$ cat config.mk
export PLATFORM = sky130hd
export DESIGN_NAME = turn_lever_ctrl_flat
export DESIGN_NICKNAME = d
export VERILOG_FILES = /design/src/rtl/turn_lever_ctrl_pkg.sv /design/src/rtl/turn_lever_ctrl_if.sv /design/src/rtl/turn_lever_ctrl_debounce.sv /design/src/rtl/turn_lever_ctrl.sv /design/src/flat_wrapper.sv
export SDC_FILE = /design/constraint.sdc
export NUM_CORES = 1
export LEC_CHECK = 0
export ABC_AREA = 1
export CAP_MARGIN = 20
export CELL_PAD_IN_SITES_DETAIL_PLACEMENT = 1
export CELL_PAD_IN_SITES_GLOBAL_PLACEMENT = 1
export CORE_MARGIN = 2
export CORE_UTILIZATION = 48
export DETAILED_ROUTE_END_ITERATION = 10
export PLACE_DENSITY_LB_ADDON = 0.1
export SYNTH_ARGS = -nofsm -noshare
export SYNTH_HDL_FRONTEND = slang
export SYNTH_SLANG_ARGS = --single-unit
$ cat constraint.sdc
create_clock -name clk -period 3.3 [get_ports clk]
set_input_delay 0.33 -clock clk [delete_from_list [all_inputs] [get_ports clk]]
set_output_delay 0.33 -clock clk [all_outputs]
set_load 0.01 [all_outputs]
$ cat src/rtl/turn_lever_ctrl_pkg.sv
// turn_lever_pkg: shared types and defaults for the turn-lever front end.
//   state_e  - controller FSM states
//   dir_e    - latched request direction
//   DEF_*    - default timing parameters
//   cw()     - counter width for a terminal count, never narrower than 1 bit
package turn_lever_pkg;

   typedef enum logic [1:0] {
      IDLE    = 2'd0,
      ACTIVE  = 2'd1,
      COMFORT = 2'd2,
      CANCEL  = 2'd3
   } state_e;

   typedef enum logic {
      L = 1'b0,
      R = 1'b1
   } dir_e;

   localparam int DEF_DB_CYCLES      = 4;
   localparam int DEF_TAP_CYCLES     = 8;
   localparam int DEF_COMFORT_CYCLES = 12;
   localparam int DEF_TIMEOUT        = 256;

   function automatic int cw(input int n);
      return (n > 1) ? $clog2(n) : 1;
   endfunction

endpackage

$ cat src/rtl/turn_lever_ctrl_if.sv
// turn_lever_ctrl_if: lever contacts in, lamp requests out.
//   lever_left/lever_right - raw, asynchronous, bouncing contacts
//   left/right             - mutually exclusive turn requests
//   cancelled              - timeout hit while lever still held
//   master: drives the contacts (lever side); slave: the controller
interface turn_lever_ctrl_if;
   logic lever_left;
   logic lever_right;
   logic left;
   logic right;
   logic cancelled;

   modport master (output lever_left, lever_right, input left, right, cancelled);
   modport slave  (input lever_left, lever_right, output left, right, cancelled);
endinterface

$ cat src/rtl/turn_lever_ctrl_debounce.sv
// lever_debounce: 2-FF synchroniser followed by a debounce counter.
//   clk, reset - system clock, asynchronous active-high reset
//   raw        - asynchronous contact input
//   db         - debounced level; follows raw after DB_CYCLES consecutive
//                differing synchronised samples
module lever_debounce
   import turn_lever_pkg::*;
#(
   parameter int DB_CYCLES = DEF_DB_CYCLES
) (
   input  logic clk,
   input  logic reset,
   input  logic raw,
   output logic db
);

   localparam int            CW       = cw(DB_CYCLES);
   localparam logic [CW-1:0] CNT_LAST = CW'(DB_CYCLES - 1);

   logic          sync1_q, sync1_d;
   logic          sync2_q, sync2_d;
   logic          db_q,    db_d;
   logic [CW-1:0] cnt_q,   cnt_d;

   always_comb begin
      sync1_d = raw;
      sync2_d = sync1_q;
      db_d    = db_q;
      cnt_d   = '0;
      // Any sample matching the accepted level restarts the qualification run.
      if (sync2_q != db_q) begin
         if (cnt_q == CNT_LAST) begin
            db_d = sync2_q;
         end else begin
            cnt_d = cnt_q + 1'b1;
         end
      end
   end

   always_ff @(posedge clk or posedge reset) begin
      if (reset) begin
         sync1_q <= 1'b0;
         sync2_q <= 1'b0;
         db_q    <= 1'b0;
         cnt_q   <= '0;
      end else begin
         sync1_q <= sync1_d;
         sync2_q <= sync2_d;
         db_q    <= db_d;
         cnt_q   <= cnt_d;
      end
   end

   assign db = db_q;

endmodule

$ cat src/rtl/turn_lever_ctrl.sv
// turn_lever_ctrl: turns raw lever contacts into clean left/right requests.
//   clk, reset - system clock, asynchronous active-high reset
//   bus        - slave side of turn_lever_ctrl_if (contacts in, requests out)
// Both contacts are synchronised and debounced, conflicting requests drop to
// IDLE, short taps get a comfort extension, and long holds auto-cancel.
module turn_lever_ctrl
   import turn_lever_pkg::*;
#(
   parameter int DB_CYCLES      = DEF_DB_CYCLES,
   parameter int TAP_CYCLES     = DEF_TAP_CYCLES,
   parameter int COMFORT_CYCLES = DEF_COMFORT_CYCLES,
   parameter int TIMEOUT        = DEF_TIMEOUT
) (
   input  logic          clk,
   input  logic          reset,
   turn_lever_ctrl_if.slave bus
);

   localparam int             TW      = cw(TIMEOUT);
   localparam int             CCW     = cw(COMFORT_CYCLES);
   localparam logic [TW-1:0]  TAP_T   = TW'(TAP_CYCLES);
   localparam logic [TW-1:0]  TO_LAST = TW'(TIMEOUT - 1);
   localparam logic [CCW-1:0] C_LAST  = CCW'(COMFORT_CYCLES - 1);

   logic db_l, db_r;

   lever_debounce #(.DB_CYCLES(DB_CYCLES)) u_db_l (
      .clk   (clk),
      .reset (reset),
      .raw   (bus.lever_left),
      .db    (db_l)
   );

   lever_debounce #(.DB_CYCLES(DB_CYCLES)) u_db_r (
      .clk   (clk),
      .reset (reset),
      .raw   (bus.lever_right),
      .db    (db_r)
   );

   state_e          state_q, state_d;
   dir_e            dir_q,   dir_d;
   logic [TW-1:0]   timer_q, timer_d;
   logic [CCW-1:0]  ccnt_q,  ccnt_d;
   logic            own, opp;

   // Contacts relative to the latched direction.
   assign own = (dir_q == L) ? db_l : db_r;
   assign opp = (dir_q == L) ? db_r : db_l;

   always_comb begin
      state_d = state_q;
      dir_d   = dir_q;
      timer_d = timer_q;
      ccnt_d  = ccnt_q;
      case (state_q)
         IDLE: begin
            if (db_l && !db_r) begin
               state_d = ACTIVE;
               dir_d   = L;
               timer_d = '0;
            end else if (db_r && !db_l) begin
               state_d = ACTIVE;
               dir_d   = R;
               timer_d = '0;
            end
         end
         ACTIVE: begin
            if (opp) begin
               state_d = IDLE;
            end else if (!own) begin
               if (timer_q < TAP_T) begin
                  state_d = COMFORT;
                  ccnt_d  = '0;
               end else begin
                  state_d = IDLE;
               end
            end else if (timer_q == TO_LAST) begin
               state_d = CANCEL;
            end else begin
               // Only advanced while staying, so the terminal count never wraps.
               timer_d = timer_q + 1'b1;
            end
         end
         COMFORT: begin
            if (opp) begin
               state_d = IDLE;
            end else if (own) begin
               state_d = ACTIVE;
               timer_d = '0;
            end else if (ccnt_q == C_LAST) begin
               state_d = IDLE;
            end else begin
               ccnt_d = ccnt_q + 1'b1;
            end
         end
         CANCEL: begin
            if (!db_l && !db_r) begin
               state_d = IDLE;
            end
         end
         default: state_d = IDLE;
      endcase
   end

   always_ff @(posedge clk or posedge reset) begin
      if (reset) begin
         state_q <= IDLE;
         dir_q   <= L;
         timer_q <= '0;
         ccnt_q  <= '0;
      end else begin
         state_q <= state_d;
         dir_q   <= dir_d;
         timer_q <= timer_d;
         ccnt_q  <= ccnt_d;
      end
   end

   // Pure state decodes: reset clears them immediately, and a single dir_q
   // keeps left and right exclusive.
   assign bus.left      = ((state_q == ACTIVE) || (state_q == COMFORT)) && (dir_q == L);
   assign bus.right     = ((state_q == ACTIVE) || (state_q == COMFORT)) && (dir_q == R);
   assign bus.cancelled = (state_q == CANCEL);

endmodule
$ cat src/flat_wrapper.sv
// flat-port wrapper written by rule: the top's interface ports become plain ports
module turn_lever_ctrl_flat import turn_lever_pkg::*;
#(
   parameter int DB_CYCLES      = DEF_DB_CYCLES,
   parameter int TAP_CYCLES     = DEF_TAP_CYCLES,
   parameter int COMFORT_CYCLES = DEF_COMFORT_CYCLES,
   parameter int TIMEOUT        = DEF_TIMEOUT
)
  (clk, reset, bus_lever_left, bus_lever_right, bus_left, bus_right, bus_cancelled);
  turn_lever_ctrl_if bus_i ();
  input  logic clk;
  input  logic reset;
  input wire logic [$bits(bus_i.lever_left)-1:0] bus_lever_left;
  input wire logic [$bits(bus_i.lever_right)-1:0] bus_lever_right;
  output wire logic [$bits(bus_i.left)-1:0] bus_left;
  output wire logic [$bits(bus_i.right)-1:0] bus_right;
  output wire logic [$bits(bus_i.cancelled)-1:0] bus_cancelled;
  assign bus_i.lever_left = bus_lever_left;
  assign bus_i.lever_right = bus_lever_right;
  assign bus_left = bus_i.left;
  assign bus_right = bus_i.right;
  assign bus_cancelled = bus_i.cancelled;
  turn_lever_ctrl #(.DB_CYCLES(DB_CYCLES), .TAP_CYCLES(TAP_CYCLES), .COMFORT_CYCLES(COMFORT_CYCLES), .TIMEOUT(TIMEOUT)) u_core (.clk(clk), .reset(reset), .bus(bus_i));
endmodule
* Word-level counts from Yosys, hierarchy flattened
Index checks and enable logic that the tools add are counted.
** Storage, ports and cells
- Register bits :: 25
- Output and inout port bits :: 3
- Word-level logic and storage cells :: 92
- Input port bits :: 4
** Operators by class
- Equal/unequal tests :: 22
- Bitwise operators :: 1
- Muxes and demuxes :: 34
- $add $sub $neg :: 4
- Reductions and logical operators :: 18
- Order comparisons :: 1
** Operators by type and width (count)
- $mux 8 :: 7
- $mux 2 :: 14
- $mux 4 :: 6
- $pmux 8 s3 :: 1
- $reduce_and 7->1 :: 2
- $ne 2x2->1 const B :: 6
- $add 8x1->8 const B :: 1
- $eq 2x2->1 const B :: 4
- $eq 8x8->1 const B :: 1
- $lt 8x4->1 const B :: 1
- $ne 2x1->1 const B :: 4
- $pmux 2 s4 :: 1
- $pmux 4 s2 :: 1
- $reduce_and 2->1 :: 3
- $logic_and 1x1->1 :: 5
- $add 2x1->2 const B :: 2
- $add 4x1->4 const B :: 1
- $eq 4x4->1 const B :: 1
- $mux 1 :: 4
- $ne 4x1->1 const B :: 1
- $ne 4x4->1 const B :: 1
- $reduce_and 4->1 :: 1
- $reduce_bool 2->1 :: 2
- $ne 3x1->1 const B :: 1
- 7 further kinds :: 9

* Longest topological paths before layout
- Word-level depth :: 5
- Mapped depth :: 11
- Mapped depth without buffers :: 11

* Modules after synthesis
Synthesis repeated with hierarchy kept, for this count alone.
** Second synthesis, totals
- Cells, all modules :: 208
- Area total of the unflattened synthesis :: 1616.6 um2
** Modules (own cells, without submodules)
- turn_lever_ctrl :: sequential area each 375.4 um2, instances 1, cells each 172, area an instance 1243.7 um2
- lever_debounce :: sequential area each 125.1 um2, instances 2, cells each 18, area an instance 186.4 um2

* Worst setup path before layout
Ideal clock, no wire load.
- Path type :: flip-flop to flip-flop
- Start :: reg u_core.state_q[0]
- End :: reg u_core.timer_q[6]
- Cell stages (with the launch flop) :: 11
- Buffers on the path :: 0
- Setup time :: 117 ps
- Required time :: 3183 ps
- Period minus slack after synthesis :: 1474 ps
- Path slack :: 1826 ps
- Arrival time :: 1357 ps
- Cells stage by stage :: dfrtp_1 -> inv_1 -> ha_1 -> inv_1 -> nand2_4 -> nand2_4 -> inv_2 -> nor2_4 -> nand2_4 -> nand2_1 -> nand2_1
** Between the ends
- Word-level cells in the longest chain between the ends :: 3
- Elaborated cells between the ends (all ways) :: 12
- Those cells by class :: 8 x eq/ne; 1 x mux; 3 x reduce/logical
** RTL lines
- from (decl) :: line turn_lever_ctrl.sv:41 : state_e state_q, state_d;
- from (signal assigned) :: line turn_lever_ctrl.sv:113 : state_q <= state_d;
- $eq 2x1->1, or another cell as far along :: line turn_lever_ctrl.sv:56 : case (state_q)
- $ne 2x1->1 (no line), or another cell as far along
- $reduce_and 7->1 (no line)
- to (signal assigned) :: line turn_lever_ctrl.sv:115 : timer_q <= timer_d;
- to (decl) :: line turn_lever_ctrl.sv:43 : logic [TW-1:0] timer_q, timer_d;
Several ways; a longest one is shown, not always the timed one.
A chain may end at the register's enable or synchronous reset.

* Worst setup path after layout
- Start :: reg u_core.state_q[0]
- End :: out bus_left
** Between the ends
- Word-level cells in the longest chain between the ends :: 3
- Elaborated cells between the ends (all ways) :: 4
- Those cells by class :: 2 x eq/ne; 2 x reduce/logical
** RTL lines
- $eq 2x1->1 or $eq 2x2->1 (tied branches) :: line turn_lever_ctrl.sv:122 : assign bus.left = ((state_q == ACTIVE) || (state_q == COMFORT)) && (dir_q == L);
- $logic_or 1x1->1 * :: line turn_lever_ctrl.sv:122
- $logic_and 1x1->1 * :: line turn_lever_ctrl.sv:122
- to (decl) :: line flat_wrapper.sv:15 : output wire logic [$bits(bus_i.left)-1:0] bus_left;
Every way passes the cells marked *; elsewhere a longest branch is shown, timed or not.

==> metrics.md <==
| Metric | Value |
|---|---|
| Worst setup path start | `u_core.state_q[0]` |
| H-tree depth | `1` |
| Overall Global Routing Usage | `19.81%` |
| Final instance area | `roughly 1800 µm²` |
| Max Cap Viol | `0` |
| Detailed Routing Iterations Pass 1 | `4` |
| Die Width | `roughly 63 µm` |
| Fmax | `about 440 MHz` |
| Post-DR vias/cell | `between 4 and 5` |
| Number of global-route vias before repair | `roughly 1500` |
| Leakage Power | `about 0.96 nW` |
| Unrepaired setup endpoints after global routing | `false` |
| Finish-stage setup viols | `0` |
| Dpl cell area | `1777 µm²` |
| DRC | `0` |
| R2R Path Start | `u_core.state_q[1]` |
| Data required, critical path | `between 2 and 3 ns` |
| Syn Std Cell Area | `1667 µm²` |
| Initial antenna violation count | `0` |
| Clk buf depth | `2` |
| Hold WC Path Type | `in -> async` |
| Global-route wire length before repair | `6403 µm` |
| Final min period | `between 2 and 2.5 ns` |
| Core area | `~3300 µm²` |
| Non-Filler Instances | `between 200 and 300` |
| Synth Warn # | `0` |
| Top cell family by delay on the critical path | `buffers and inverters` |
| Post-Syn Area per Cell | `around 7.6 µm²` |
| Netlist cell types | `26` |
| Area Growth Syn to Fin | `10.06%` |
| Syn Inst Count | `218` |
| Global route total overflow | `0` |
| CP bufs+invs | `3` |
| Multi-input gate area | `a little over 900 µm²` |
| FF-to-FF End | `u_core.timer_q[1]` |
| Final worst path period share | `68.34%` |
| PD cells | `between 800 and 900 nW/µm²` |
| Post-route ant nets | `0` |
| Die area | `3960 µm²` |
| Gp weighted congestion | `slightly below 0.8` |
| Outcome | `complete, no violations` |
| Fin. Hold Viols | `0` |
| FF-to-FF path depth | `9` |
| FF-to-FF setup slack | `1.52 ns` |
| Max transition margin | `between 70 and 80%` |
| Worst-path clk slew | `0.15 ns` |
| Site row count | `21` |
| CP Launch Type | `flip-flop` |
| CP most frequent cell | `inv_1` |
| Crit end category | `primary output` |
| Number of synthesized flops with an enable pin | `0` |
| Wire per inst | `between 10 and 15 µm` |
| Critical Path Stages | `5` |
| Clock Sinks | `25` |
| Share of cells above drive strength 1 | `between 10 and 15%` |
| Crit-path cells | `inv_1 -> ha_1 -> inv_1 -> nor2_1 -> clkdlybuf4s50_1` |
| Clock latency on the worst-skew pair | `roughly 0.32 ns` |
| PostCTS Resize Cnt | `0` |
| Sum Neg Setup Slack | `0 ns` |
| Worst path slowest cell | `clkdlybuf4s50_1` |
| Synth Flop Type | `dfrtp_1` |
| I/O Buffers | `6` |
| Skew final | `0.005571 ns` |
| Worst setup path end | `bus_left` |
| Post-CTS setup buffers | `0` |
| DRT iter0 DRCs | `just over 50` |
| Post-synthesis sequential area ratio | `a little under two fifths` |
| Final Slew Violations | `0` |
| WS Path Type | `reg -> out` |
| Placed Cells | `around 270` |
| Cts bufs inserted | `3` |
| I/O pins | `7` |
| Die Height | `about 63 µm` |
| Worst vdd ir | `0.0005108 V` |
| Arr. time, crit path | `1.93 ns` |
| TritonCTS clock tree | `built` |
| Root Buffer | `clkbuf_4` |
| Synth Register Bits | `25` |
| Actual slew at the worst max-slew pin | `roughly 0.4 ns` |
| Max FO, Critical Path | `5` |
| CTS Hold Bufs | `0` |
| Asr flop ratio synth | `100.0%` |
| Initial Utilization | `49.94%` |
| Ant. Diodes | `0` |
| Via count | `approximately 1400` |
| HPWL after detailed placement | `around 2700 µm` |
| Pin count of the biggest net entering global routing | `26` |
| Syn Nets | `between 200 and 250` |
| Final WL | `between 3000 and 4000 µm` |
| Filler instances | `442` |
| Peak per-stage delay on the critical path | `around 0.54 ns` |
| Nets@finish | `~250` |
| Flip-flop and latch area | `~630 µm²` |
## worst reg2reg max path: stages, from the launching register on
cell	delay, ns
dfrtp_1	0.45
inv_1	0.09
ha_1	0.33
inv_2	0.22
nand2_4	0.08
nand2_4	0.11
nand3_4	0.10
nor2_8	0.16
nand2_1	0.11
nand2_1	0.09
## cell usage after synthesis, types with 2 or more instances
cell	n	area, µm²
o21ai_0	3	15.01
nand2_4	8	90.09
nand2_2	5	31.28
nand3_1	15	75.07
nor3_1	3	15.01
inv_2	6	22.52
inv_1	27	101.4
nor2_4	2	22.52
dfrtp_1	25	625.6
xnor2_1	3	26.28
nand3_2	2	20.02
nand2_1	73	274.0
ha_1	13	162.7
a21oi_1	2	10.01
nor2_1	20	75.07
## layer usage
layer,global-route usage [%],share of wire [%],vias to the layer above
li1,-,-,680
met3,2.162,1.3,6
met2,35.77,51,11
met1,25.40,46,660
met5,0,0,-
met4,4.167,1.5,0
## state kept, by name (all words and copies together) (netlist names)
| name | flops |
|---|---|
| u_core.u_db_r.cnt_q | 2 |
| u_core.dir_q | 1 |
| u_core.ccnt_q | 4 |
| u_core.u_db_l.sync1_q | 1 |
| u_core.state_q | 2 |
| u_core.u_db_l.db | 1 |
| u_core.u_db_l.cnt_q | 2 |
| u_core.u_db_r.sync2_q | 1 |
| u_core.u_db_l.sync2_q | 1 |
| u_core.u_db_r.db | 1 |
| u_core.u_db_r.sync1_q | 1 |
| u_core.timer_q | 8 |
## final cells by class
type,count,share of cell area [%]
inverters,34,7.026
clock buffers,3,1.228
repair buffers,7,4.775
flip-flops and latches,25,34.11
clock inverters,1,0.4093
well taps,46,3.138
multi-input cells,158,49.32
## through the flow
step	total power, W	util (%)	hold slack, ns	worst slack, ns
2_1_floorplan	0.001134	-	0.3312	1.826
3_3_place_gp	0.001311	53.24	0.3417	1.497
3_5_place_dp	0.001358	53.24	0.3380	1.404
4_1_cts	0.001509	54.14	0.3813	1.019
5_1_grt	0.001644	54.97	0.2180	0.9290
6_report	0.001503	54.97	0.2197	1.045
## cells in the final DEF (no fill, tap or decap), drive strengths merged
master	Yosys	routed
nand2	86	86
o21bai	1	1
clkbuf	0	3
nand3	18	18
clkinvlp	0	1
dfrtp	25	25
nor3	3	3
ha	13	13
o21ai	4	4
a21oi	3	3
clkinv	1	1
nor2	24	24
a31oi	1	1
inv	33	33
clkdlybuf4s50	0	6
xor2	1	1
nor3b	1	1
xnor2	3	3
buf	1	1
## cells by family after synthesis
logic type	synth area share (%)
simple gates	39.26
compound gates	3.153
buf+inv	8.183
flops	37.54
fa+ha+maj	9.760
xor+xnor	2.102
## report_power, final
group | switching (W) | internal, W
sequential | 0.0000729 | 0.000372
combinational | 0.000591 | 0.000323
clock | 0.0000982 | 0.0000463
## worst min path at each step
stage | from | endpoint | slack [ns] | depth (start not counted)
floorplan | u_core.u_db_l.sync1_q | u_core.u_db_l.sync2_q | 0.33 | 0
global placement | u_core.u_db_r.sync1_q | u_core.u_db_r.sync2_q | 0.34 | 0
detailed placement | u_core.u_db_l.sync1_q | u_core.u_db_l.sync2_q | 0.34 | 0
CTS | u_core.u_db_l.sync1_q | u_core.u_db_l.sync2_q | 0.38 | 0
global route | reset | u_core.u_db_r.sync1_q | 0.22 | 2
finish | reset | u_core.u_db_l.db | 0.22 | 2
(Power assumes the default switching activity.)
